**src/rtl/sidebuf_ctrl.sv**
```systemverilog
// ---------------------------------------------------------------------------
// sidebuf_pkg / sidebuf_ctrl
//
// Side-buffer controller for the MinBD router redirect stage. Deflected flits
// from the buffer-eject stage and flits pulled out by the redirect stage are
// held in a small FIFO. The head entry is offered for re-injection into a
// free router slot.
//
// The controller also drives three signals into the redirect stage:
//   - starve   : the head flit has been blocked for STARVE_TH cycles
//   - full     : the FIFO holds DEPTH entries
//   - rand_num : channel select taken from a free-running LFSR
//
// Parameters
//   DEPTH      side-buffer entries (power of 2, >= 2)
//   STARVE_TH  blocked cycles of a valid head before starve asserts (>= 1)
//   LFSR_SEED  LFSR reset value (nonzero)
//
// Ports
//   clk            in   core clock
//   reset          in   asynchronous, active-high reset
//   push_req       in   eject stage offers a deflected flit
//   push_flit      in   deflected flit (incoming vld ignored, stored as 1)
//   push_gnt       out  deflected flit accepted this cycle (combinational)
//   redirect_gnt   in   redirect stage removed a flit this cycle
//   redirect_flit  in   flit removed by the redirect stage
//   reinject_gnt   in   router took head_flit into a free slot this cycle
//   head_flit      out  FIFO head; all zero when empty
//   starve         out  head blocked >= STARVE_TH cycles (registered)
//   full           out  occupancy == DEPTH (registered)
//   rand_num       out  redirect channel select, LFSR[1:0]
//   occupancy      out  current entry count
//   redirect_cnt   out  accepted-redirect statistics counter
//
// Optional feature macro: SIDEBUF_STATS_EN
//   When defined, redirect_cnt counts accepted redirects and saturates at
//   16'hFFFF. When undefined, redirect_cnt is tied to zero and no counter
//   flops are built.
// ---------------------------------------------------------------------------

package sidebuf_pkg;

   typedef struct packed {
      logic       vld;
      logic [3:0] dst;
      logic [7:0] payload;
   } flit_int_t;

endpackage

module sidebuf_ctrl
   import sidebuf_pkg::*;
#(
   parameter int         DEPTH     = 4,
   parameter int         STARVE_TH = 2,
   parameter logic [7:0] LFSR_SEED = 8'hA5
) (
   input  logic                         clk,
   input  logic                         reset,
   input  logic                         push_req,
   input  flit_int_t                    push_flit,
   output logic                         push_gnt,
   input  logic                         redirect_gnt,
   input  flit_int_t                    redirect_flit,
   input  logic                         reinject_gnt,
   output flit_int_t                    head_flit,
   output logic                         starve,
   output logic                         full,
   output logic [1:0]                   rand_num,
   output logic [$clog2(DEPTH+1)-1:0]   occupancy,
   output logic [15:0]                  redirect_cnt
);

   localparam int PTR_W = $clog2(DEPTH);
   localparam int OCC_W = $clog2(DEPTH + 1);
   localparam int CNT_W = $clog2(STARVE_TH + 1);

   localparam logic [OCC_W-1:0] DEPTH_OCC  = OCC_W'(DEPTH);
   localparam logic [CNT_W-1:0] STARVE_MAX = CNT_W'(STARVE_TH);

   flit_int_t               mem [DEPTH];
   logic [PTR_W-1:0]        rd_ptr;
   logic [PTR_W-1:0]        wr_ptr;
   logic [OCC_W-1:0]        occ_next;
   logic [CNT_W-1:0]        starve_cnt;
   logic [CNT_W-1:0]        starve_cnt_next;
   logic [7:0]              lfsr;

   logic                    empty;
   logic                    pop;
   logic                    redirect_push;
   logic                    push;
   flit_int_t               write_flit;

   assign empty = (occupancy == '0);

   // Push/pop arbitration. The redirect stage wins over the eject stage and
   // only needs "not full"; the eject stage may also push into a full FIFO
   // when the head leaves in the same cycle. A redirect while full is simply
   // dropped. Stored flits always carry vld = 1 so the head's vld bit comes
   // straight out of the storage array.
   always_comb begin
      pop            = reinject_gnt & ~empty;
      redirect_push  = redirect_gnt & ~full;
      push_gnt       = push_req & ~redirect_gnt & (~full | pop);
      push           = redirect_push | push_gnt;
      write_flit     = redirect_gnt ? redirect_flit : push_flit;
      write_flit.vld = 1'b1;
   end

   // Storage array is not reset; entries are only visible through head_flit
   // while occupancy says they are live.
   always_ff @(posedge clk) begin
      if (push) begin
         mem[wr_ptr] <= write_flit;
      end
   end

   assign head_flit = empty ? '0 : mem[rd_ptr];

   always_comb begin
      occ_next = occupancy;
      case ({push, pop})
         2'b10:   occ_next = occupancy + 1'b1;
         2'b01:   occ_next = occupancy - 1'b1;
         default: occ_next = occupancy;
      endcase
   end

   // Pointers wrap naturally because DEPTH is a power of two. full is taken
   // from the next count so it is a flop output that stays stable for the
   // whole cycle the redirect stage samples it.
   always_ff @(posedge clk or posedge reset) begin
      if (reset) begin
         rd_ptr    <= '0;
         wr_ptr    <= '0;
         occupancy <= '0;
         full      <= 1'b0;
      end else begin
         if (push) begin
            wr_ptr <= wr_ptr + 1'b1;
         end
         if (pop) begin
            rd_ptr <= rd_ptr + 1'b1;
         end
         occupancy <= occ_next;
         full      <= (occ_next == DEPTH_OCC);
      end
   end

   // Starvation tracking for the current head. The count restarts whenever
   // the head leaves (so the next head starts from zero) and is held at zero
   // while the FIFO is empty. starve is registered from the next count, so it
   // drops in the cycle right after a pop.
   always_comb begin
      starve_cnt_next = starve_cnt;
      if (empty || pop) begin
         starve_cnt_next = '0;
      end else if (starve_cnt != STARVE_MAX) begin
         starve_cnt_next = starve_cnt + 1'b1;
      end
   end

   always_ff @(posedge clk or posedge reset) begin
      if (reset) begin
         starve_cnt <= '0;
         starve     <= 1'b0;
      end else begin
         starve_cnt <= starve_cnt_next;
         starve     <= (starve_cnt_next == STARVE_MAX);
      end
   end

   // 8-bit Fibonacci LFSR, taps 8,6,5,4, free-running regardless of traffic.
   always_ff @(posedge clk or posedge reset) begin
      if (reset) begin
         lfsr <= LFSR_SEED;
      end else begin
         lfsr <= {lfsr[6:0], lfsr[7] ^ lfsr[5] ^ lfsr[4] ^ lfsr[3]};
      end
   end

   assign rand_num = lfsr[1:0];

`ifdef SIDEBUF_STATS_EN
   logic [15:0] stat_cnt;

   // Counts redirects that were actually stored; dropped ones do not count.
   always_ff @(posedge clk or posedge reset) begin
      if (reset) begin
         stat_cnt <= 16'h0;
      end else if (redirect_push && (stat_cnt != 16'hFFFF)) begin
         stat_cnt <= stat_cnt + 16'd1;
      end
   end

   assign redirect_cnt = stat_cnt;
`else
   assign redirect_cnt = 16'h0;
`endif

endmodule

```
**config.mk**
```make
export PLATFORM = sky130hd
export DESIGN_NAME = sidebuf_ctrl
export DESIGN_NICKNAME = d
export VERILOG_FILES = /design/src/rtl/sidebuf_ctrl.sv
export SDC_FILE = /design/constraint.sdc
export NUM_CORES = 1
export LEC_CHECK = 0
export ABC_AREA = 1
export CAP_MARGIN = 20
export CORE_MARGIN = 8
export CORE_UTILIZATION = 50
export CTS_CLUSTER_DIAMETER = 50
export CTS_CLUSTER_SIZE = 12
export DETAILED_ROUTE_END_ITERATION = 6
export GPL_TIMING_DRIVEN = 0
export MAX_ROUTING_LAYER = met4
export PLACE_DENSITY = 0.76
export SLEW_MARGIN = 10
export SYNTH_ARGS = -nofsm -noshare
export SYNTH_HDL_FRONTEND = slang
export SYNTH_SLANG_ARGS = --single-unit
export TNS_END_PERCENT = 100
```
**constraint.sdc**
```tcl
create_clock -name clk -period 3.08 [get_ports clk]
set_input_delay 0.616 -clock clk [delete_from_list [all_inputs] [get_ports clk]]
set_output_delay 0.616 -clock clk [all_outputs]
set_load 0.02 [all_outputs]
```
# Word level (Yosys, flattened, before mapping)
# Memories as Yosys holds them, arrays and structs flattened.
# Index checks and enable logic that the tools add are counted.
# Widths: inputs -> output; s select.
[totals]
output_inout_bits = 37
ram_bits = 48
input_bits = 31
memories = 1
ff_bits = 19
[mem_list]
columns = ["name", "depth", "width", "read_ports", "rd_clocked_by_memory_dff", "wr", "line", "text"]
rows = [
  ["mem", 4, 12, 1, 0, 1, "81", "flit_int_t mem [DEPTH];"],
]
[classes]
mux = 7
n_bitwise = 12
add_sub_neg = 5
eq_ne = 5
reduce_logical = 2
[op_table]
columns = ["operator", "n"]
rows = [
  ["$mux 13", 1],
  ["$mux 12", 1],
  ["$add 2x1->2 const B", 3],
  ["$pmux 3 s2", 1],
  ["$and 1x1->1", 4],
  ["$eq 2x2->1 const B", 2],
  ["$mux 2", 2],
  ["$add 3x1->3 const B", 1],
  ["$eq 3x3->1 const B", 1],
  ["$logic_not 3->1", 1],
  ["$not 1->1", 3],
  ["$sub 3x1->3 const B", 1],
  ["$xor 1x1->1", 3],
  ["$eq 2x1->1 const B", 1],
  ["$mux 1", 2],
  ["$ne 2x2->1 const B", 1],
  ["$or 1x1->1", 2],
  ["$logic_or 1x1->1", 1],
]

# Logic depth before layout (Yosys ltp)
[logic_depth]
word_depth = 9
depth_mapped = 15

# Worst setup path after synthesis
# No wires, ideal clock.
[synth_timing]
kind = "register to register"
startpoint = "register occupancy[1]"
endpoint = "register full"
arrival_time_ns = 2.075
path_slack_ns = 0.886
stages_incl_launch_ff = 15
required_time_ns = 2.961
setup_time_ns = 0.119
cell_sequence = "dfrtp_1 > nor2_2 > nand2_4 > nand2_4 > nand2_2 > nand2_4 > nand2_4 > inv_6 > ha_1 > inv_1 > fa_1 > nand2_1 > nand3_1 > xor2_1 > and2_1"
[synth_via]
elab_chain_len = 9
word_cells_on_any_way = 12
cone_classes = "2 x add/sub; 3 x eq/ne; 1 x mux; 5 x bitwise; 1 x reduce/logical"
[synth_lines]
columns = ["item", "line", "text"]
rows = [
  ["start: declaration", "70", "output logic [$clog2(DEPTH+1)-1:0] occupancy,"],
  ["start signal: assignment", "146", "occupancy <= occ_next;"],
  ["$logic_not 3->1", "95", "assign empty = (occupancy == '0);"],
  ["$not 1->1", "103", "pop = reinject_gnt & ~empty;"],
  ["$and 1x1->1", "103", ""],
  ["$or 1x1->1", "105", "push_gnt = push_req & ~redirect_gnt & (~full | pop);"],
  ["$and 1x1->1", "105", ""],
  ["$or 1x1->1", "106", "push = redirect_push | push_gnt;"],
  ["$eq 2x1->1 / $eq 2x2->1 (equally long branches)", "123", "case ({push, pop})"],
  ["$pmux 3 s2 *", "123", ""],
  ["via occ_next[2]", "84", "logic [OCC_W-1:0] occ_next;"],
  ["$eq 3x3->1 *", "147", "full <= (occ_next == DEPTH_OCC);"],
  ["end signal: assignment", "147", ""],
  ["end: declaration", "68", "output logic full,"],
]
# The timed path passes the listed nets; every way through them passes the cells marked *.
# A chain may end at the register's enable or synchronous reset.

==> results by stage <==
Route:
- The number of DRC violations after detailed-routing iteration 0 is 100.
- The routed via count is just over 2,000.
- After detailed routing, the total wire length is around 6.4 mm.
- The average via count per standard cell is 4.70.
- In the final routed layout, each cell accounts on average for approximately 14 um.
- Before antenna repair, the detailed router went through 5 iterations.
- The final routed DRC violation total is 0.
- The remaining antenna violation count after routing is 0.

Floorplanning:
- The full die area is 0.00887 mm^2.
- The placeable core region is about 0.0059 mm^2.
- The initial utilization of the core area, before any placement, comes to 0.516.
- The number of rows created at floorplan is 28.
- The chip width is between 90 and 100 um.
- The number of top-level design ports is slightly below 70.
- The die is 94.2 um tall.

STA:
- Dividing the final minimum period by the clock period gives 0.902.
- The final count of hold timing violations is 0.
- The smallest clock period supported by the final layout is computed as 2.78 ns.
- The post-route setup TNS is 0 ns.
- Static timing analysis puts the maximum clock frequency at ~360 MHz.
- In this run the tightest slew margin relative to its limit is 0.506.
- The number of max-slew violations in the final report was 0.
- The transition time at the pin with the least slew margin is around 0.74 ns.
- The worst-case clock skew is around 0.0042 ns.
- The number of failing setup endpoints in the final timing report is 0.
- Setup repair after global routing left no endpoint under its margin.
- The worst hold slack is between 0.3 and 0.4 ns.

Synth:
- The share of the Yosys chip area taken by registers is 0.628.
- The synthesized-area fraction occupied by ao, oa, aoi and oai cells is 0.0606.
- By instance count, the leading cell after synthesis is nor2_1.
- Each instance of the synthesized netlist takes up on average about 11 um^2.
- The dominant combinational cell family by area after synthesis is simple AND/OR/NAND/NOR gates.
- Of the total synthesized cell area, the portion taken by full adders, half adders and majority gates is 0.0311.
- The most used flip-flop cell after synthesis is edfxtp_1.
- Ranked by instance count, the synthesized netlist is headed by nor2_1, edfxtp_1, nand2_1, inv_1.
- The proportion of synthesized area in mux cells is 0.
- The synthesized netlist occupies a cell area of just over 0.003 mm^2.
- During synthesis, Yosys emitted a total of 0 warnings.
- The synthesized design contains 48 enable-type register cells.
- Of all cell types, the one taking the most synthesized area is edfxtp_1.
- Of all flip-flops after synthesis, the portion carrying an async set or reset was 0.284.
- Of the total synthesized cell area, the portion taken by AND, OR, NAND and NOR gates is 0.158.
- Of the total synthesized cell area, the portion taken by XOR and XNOR cells is 0.0172.
- The instance count of the mapped netlist is between 200 and 300.
- The number of synthesized register bits is 67.
- In the post-synthesis netlist, the biggest area contributors are edfxtp_1, dfrtp_1, nor2_1.
- The fraction of synthesized cell area taken by the top area cell type is 0.471.
- The number of distinct standard cells referenced by the synthesized netlist is 27.

Placed design:
- Once detailed placement completed, the half-perimeter wirelength came to about 4.5 mm.
- The number of placed instances, taps included is about 430.
- The number of buffers added on ports is 49.
- In this run the cell area measured after placement is around 0.0037 mm^2.
- At the end of routability-driven placement, the weighted congestion stood at a little under 0.8.

Global route:
- The remaining global-route overflow is 0.
- The via count of the first global-routing pass was between 2,000 and 2,500.
- The initial antenna violation count is 0.
- Entering global routing, the biggest net connects 20 pins.
- The first global-routing pass estimated 10.3 mm of wire.
- The global-route total usage across every layer is 0.160.

Clocking:
- The H-tree was split into 3 levels.
- The worst-skew pair later-pin latency is about 0.34 ns.
- The number of buffers inserted to repair setup after CTS is 0.
- The tree is rooted in a clkbuf_8.
- After clock tree synthesis, the clock-pin slew on the worst setup and hold paths is 0.07 ns.
- The tree built by TritonCTS fans out to 67 sinks.
- The largest buffer count on any clock path is 2.
- TritonCTS built the clock tree.
- Buffers inserted to repair hold after CTS numbered 0.
- Post-CTS repair changed the size of 0 cells.
- The clock buffer count from CTS is 9.

Final layout:
- The number of non-filler instances in the completed layout is about 440.
- The sequential cell area is 0.00192 mm^2.
- The area growth from synthesis to layout is 27.2%.
- The final antenna diode count is 0.
- The total of fill cells in the finished design is about 470.
- The total non-filler cell area in the finished layout is 0.00389 mm^2.
- The final layout contains 400 nets.
- The share of layout cells above drive strength 1 is 0.158.
- The area used by multi-input combinational logic is 876 um^2.

Power and ir drop:
- In this run the power spent charging and discharging nets is 0.00136 W.
- Of the total power, the share spent switching nets is 0.379.
- The share of total power in the clock network is 0.196.
- The worst supply voltage drop on vdd is 0.571 mV.
- Cell internal power was estimated by the tool at about 0.0022 W.
- The share of power burned in combinational logic is 0.447.
- The share of total power in sequential cells is 0.357.
- For this design the static power due to leakage is 1.68 nW.
- The total power per unit cell area is between 900 and 1000 mW/mm^2.
- The total power consumption of the routed design is ~0.0036 W.

Critical path:
- The type of element launching the critical path is a flop.
- In this run the worst path has a maximum fanout of 10.
- STA puts the critical path data required time at approximately 2.5 ns.
- STA puts the critical path data arrival time at around 2.2 ns.
- The critical path class is reg2out.
- STA classifies the critical path endpoint as a primary output.

Outcome:
- The flow ran to the end, and the final reports show no timing, DRC or antenna violations.

Run:
- The tool flagged a number of max-cap violations equal to 0.

Hold path:
- The worst hold path belongs to the class reg2reg.
-- state kept, by name (all words and copies together) (netlist names) --
name,flops
lfsr,8
starve,1
starve_cnt,2
full,1
wr_ptr,2
mem,48
rd_ptr,2
occupancy,3
-- path summary, 6_finish.rpt --
kind / to / start / slack, ns / cells past startpoint
max in group asynchronous: lfsr[6] / reset / 1.95 / 2
worst min-delay path: lfsr[7] / lfsr[6] / 0.36 / 0
worst min register to register: lfsr[7] / lfsr[6] / 0.36 / 0
min in group asynchronous: starve / reset / 0.69 / 2
worst max register to register: full / occupancy[1] / 0.86 / 14
worst max-delay path: head_flit[11] / rd_ptr[0] / 0.30 / 6
-- power groups by stage --
stage,combinational [W],clock [W],sequential (W)
CTS,0.00163,0.000711,0.00128
detailed placement,0.00161,0,0.00130
global placement,0.00159,0,0.00129
floorplan,0.000976,0,0.00131
global route,0.00177,0.000759,0.00130
finish,0.00160,0.000703,0.00128
-- critical path: stages, from the launching register on --
cell and delay (ns):
dfrtp_1 0.38, buf_6 0.15, inv_4 0.08, buf_2 0.25
o21ai_1 0.11, a21oi_1 0.21, clkdlybuf4s50_1 0.65
-- through the flow --
| step | setup slack [ns] | util |
|---|---|---|
| 2_1_floorplan | 0.886 | - |
| 3_3_place_gp | 0.274 | 0.625 |
| 3_5_place_dp | 0.203 | 0.625 |
| 4_1_cts | 0.311 | 0.657 |
| 5_1_grt | 0.202 | 0.657 |
| 6_report | 0.301 | 0.657 |
-- layout by cell type, fill, tap and decap left out, types with 2 or more instances in the layout --
| cell | count |
|---|---|
| a21oi_1 | 12 |
| buf_2 | 4 |
| buf_4 | 18 |
| buf_6 | 4 |
| clkbuf_1 | 2 |
| clkbuf_8 | 9 |
| clkdlybuf4s50_1 | 49 |
| clkinv_2 | 2 |
| clkinvlp_4 | 2 |
| conb_1 | 16 |
| dfrtp_1 | 15 |
| dfstp_2 | 4 |
| edfxtp_1 | 48 |
| ha_1 | 6 |
| inv_1 | 24 |
| inv_6 | 2 |
| nand2_1 | 43 |
| nand2_4 | 4 |
| nand3_1 | 4 |
| nor2_1 | 55 |
| nor2_2 | 5 |
| o21ai_0 | 7 |
| o21ai_1 | 18 |
| xnor2_1 | 3 |
| xor2_1 | 3 |
-- cells by family after synthesis --
| logic type | count (synthesis) |
|---|---|
| adder cells (fa/ha/maj) | 7 |
| AND/OR/NAND/NOR | 114 |
| XOR/XNOR | 6 |
| flip-flops | 67 |
| other | 1 |
| AO/OA/AOI/OAI | 37 |
| buffers and inverters | 55 |
-- cell type report --
class | count | area share
sequential | 67 | 0.494
multi-input combinational | 180 | 0.225
timing repair buffer | 49 | 0.126
buffer | 28 | 0.0534
clock buffer | 9 | 0.0318
inverter | 27 | 0.0280
tap | 75 | 0.0241
clock inverter | 7 | 0.0174
-- layer usage --
metal,up-vias,wire (um),global-route usage
met5,-,0,-
met4,0,108,0.0661
met3,8,394,0.0512
met2,57,3210,0.261
met1,965,2670,0.177
li1,1046,-,-
(Power assumes the default switching activity.)
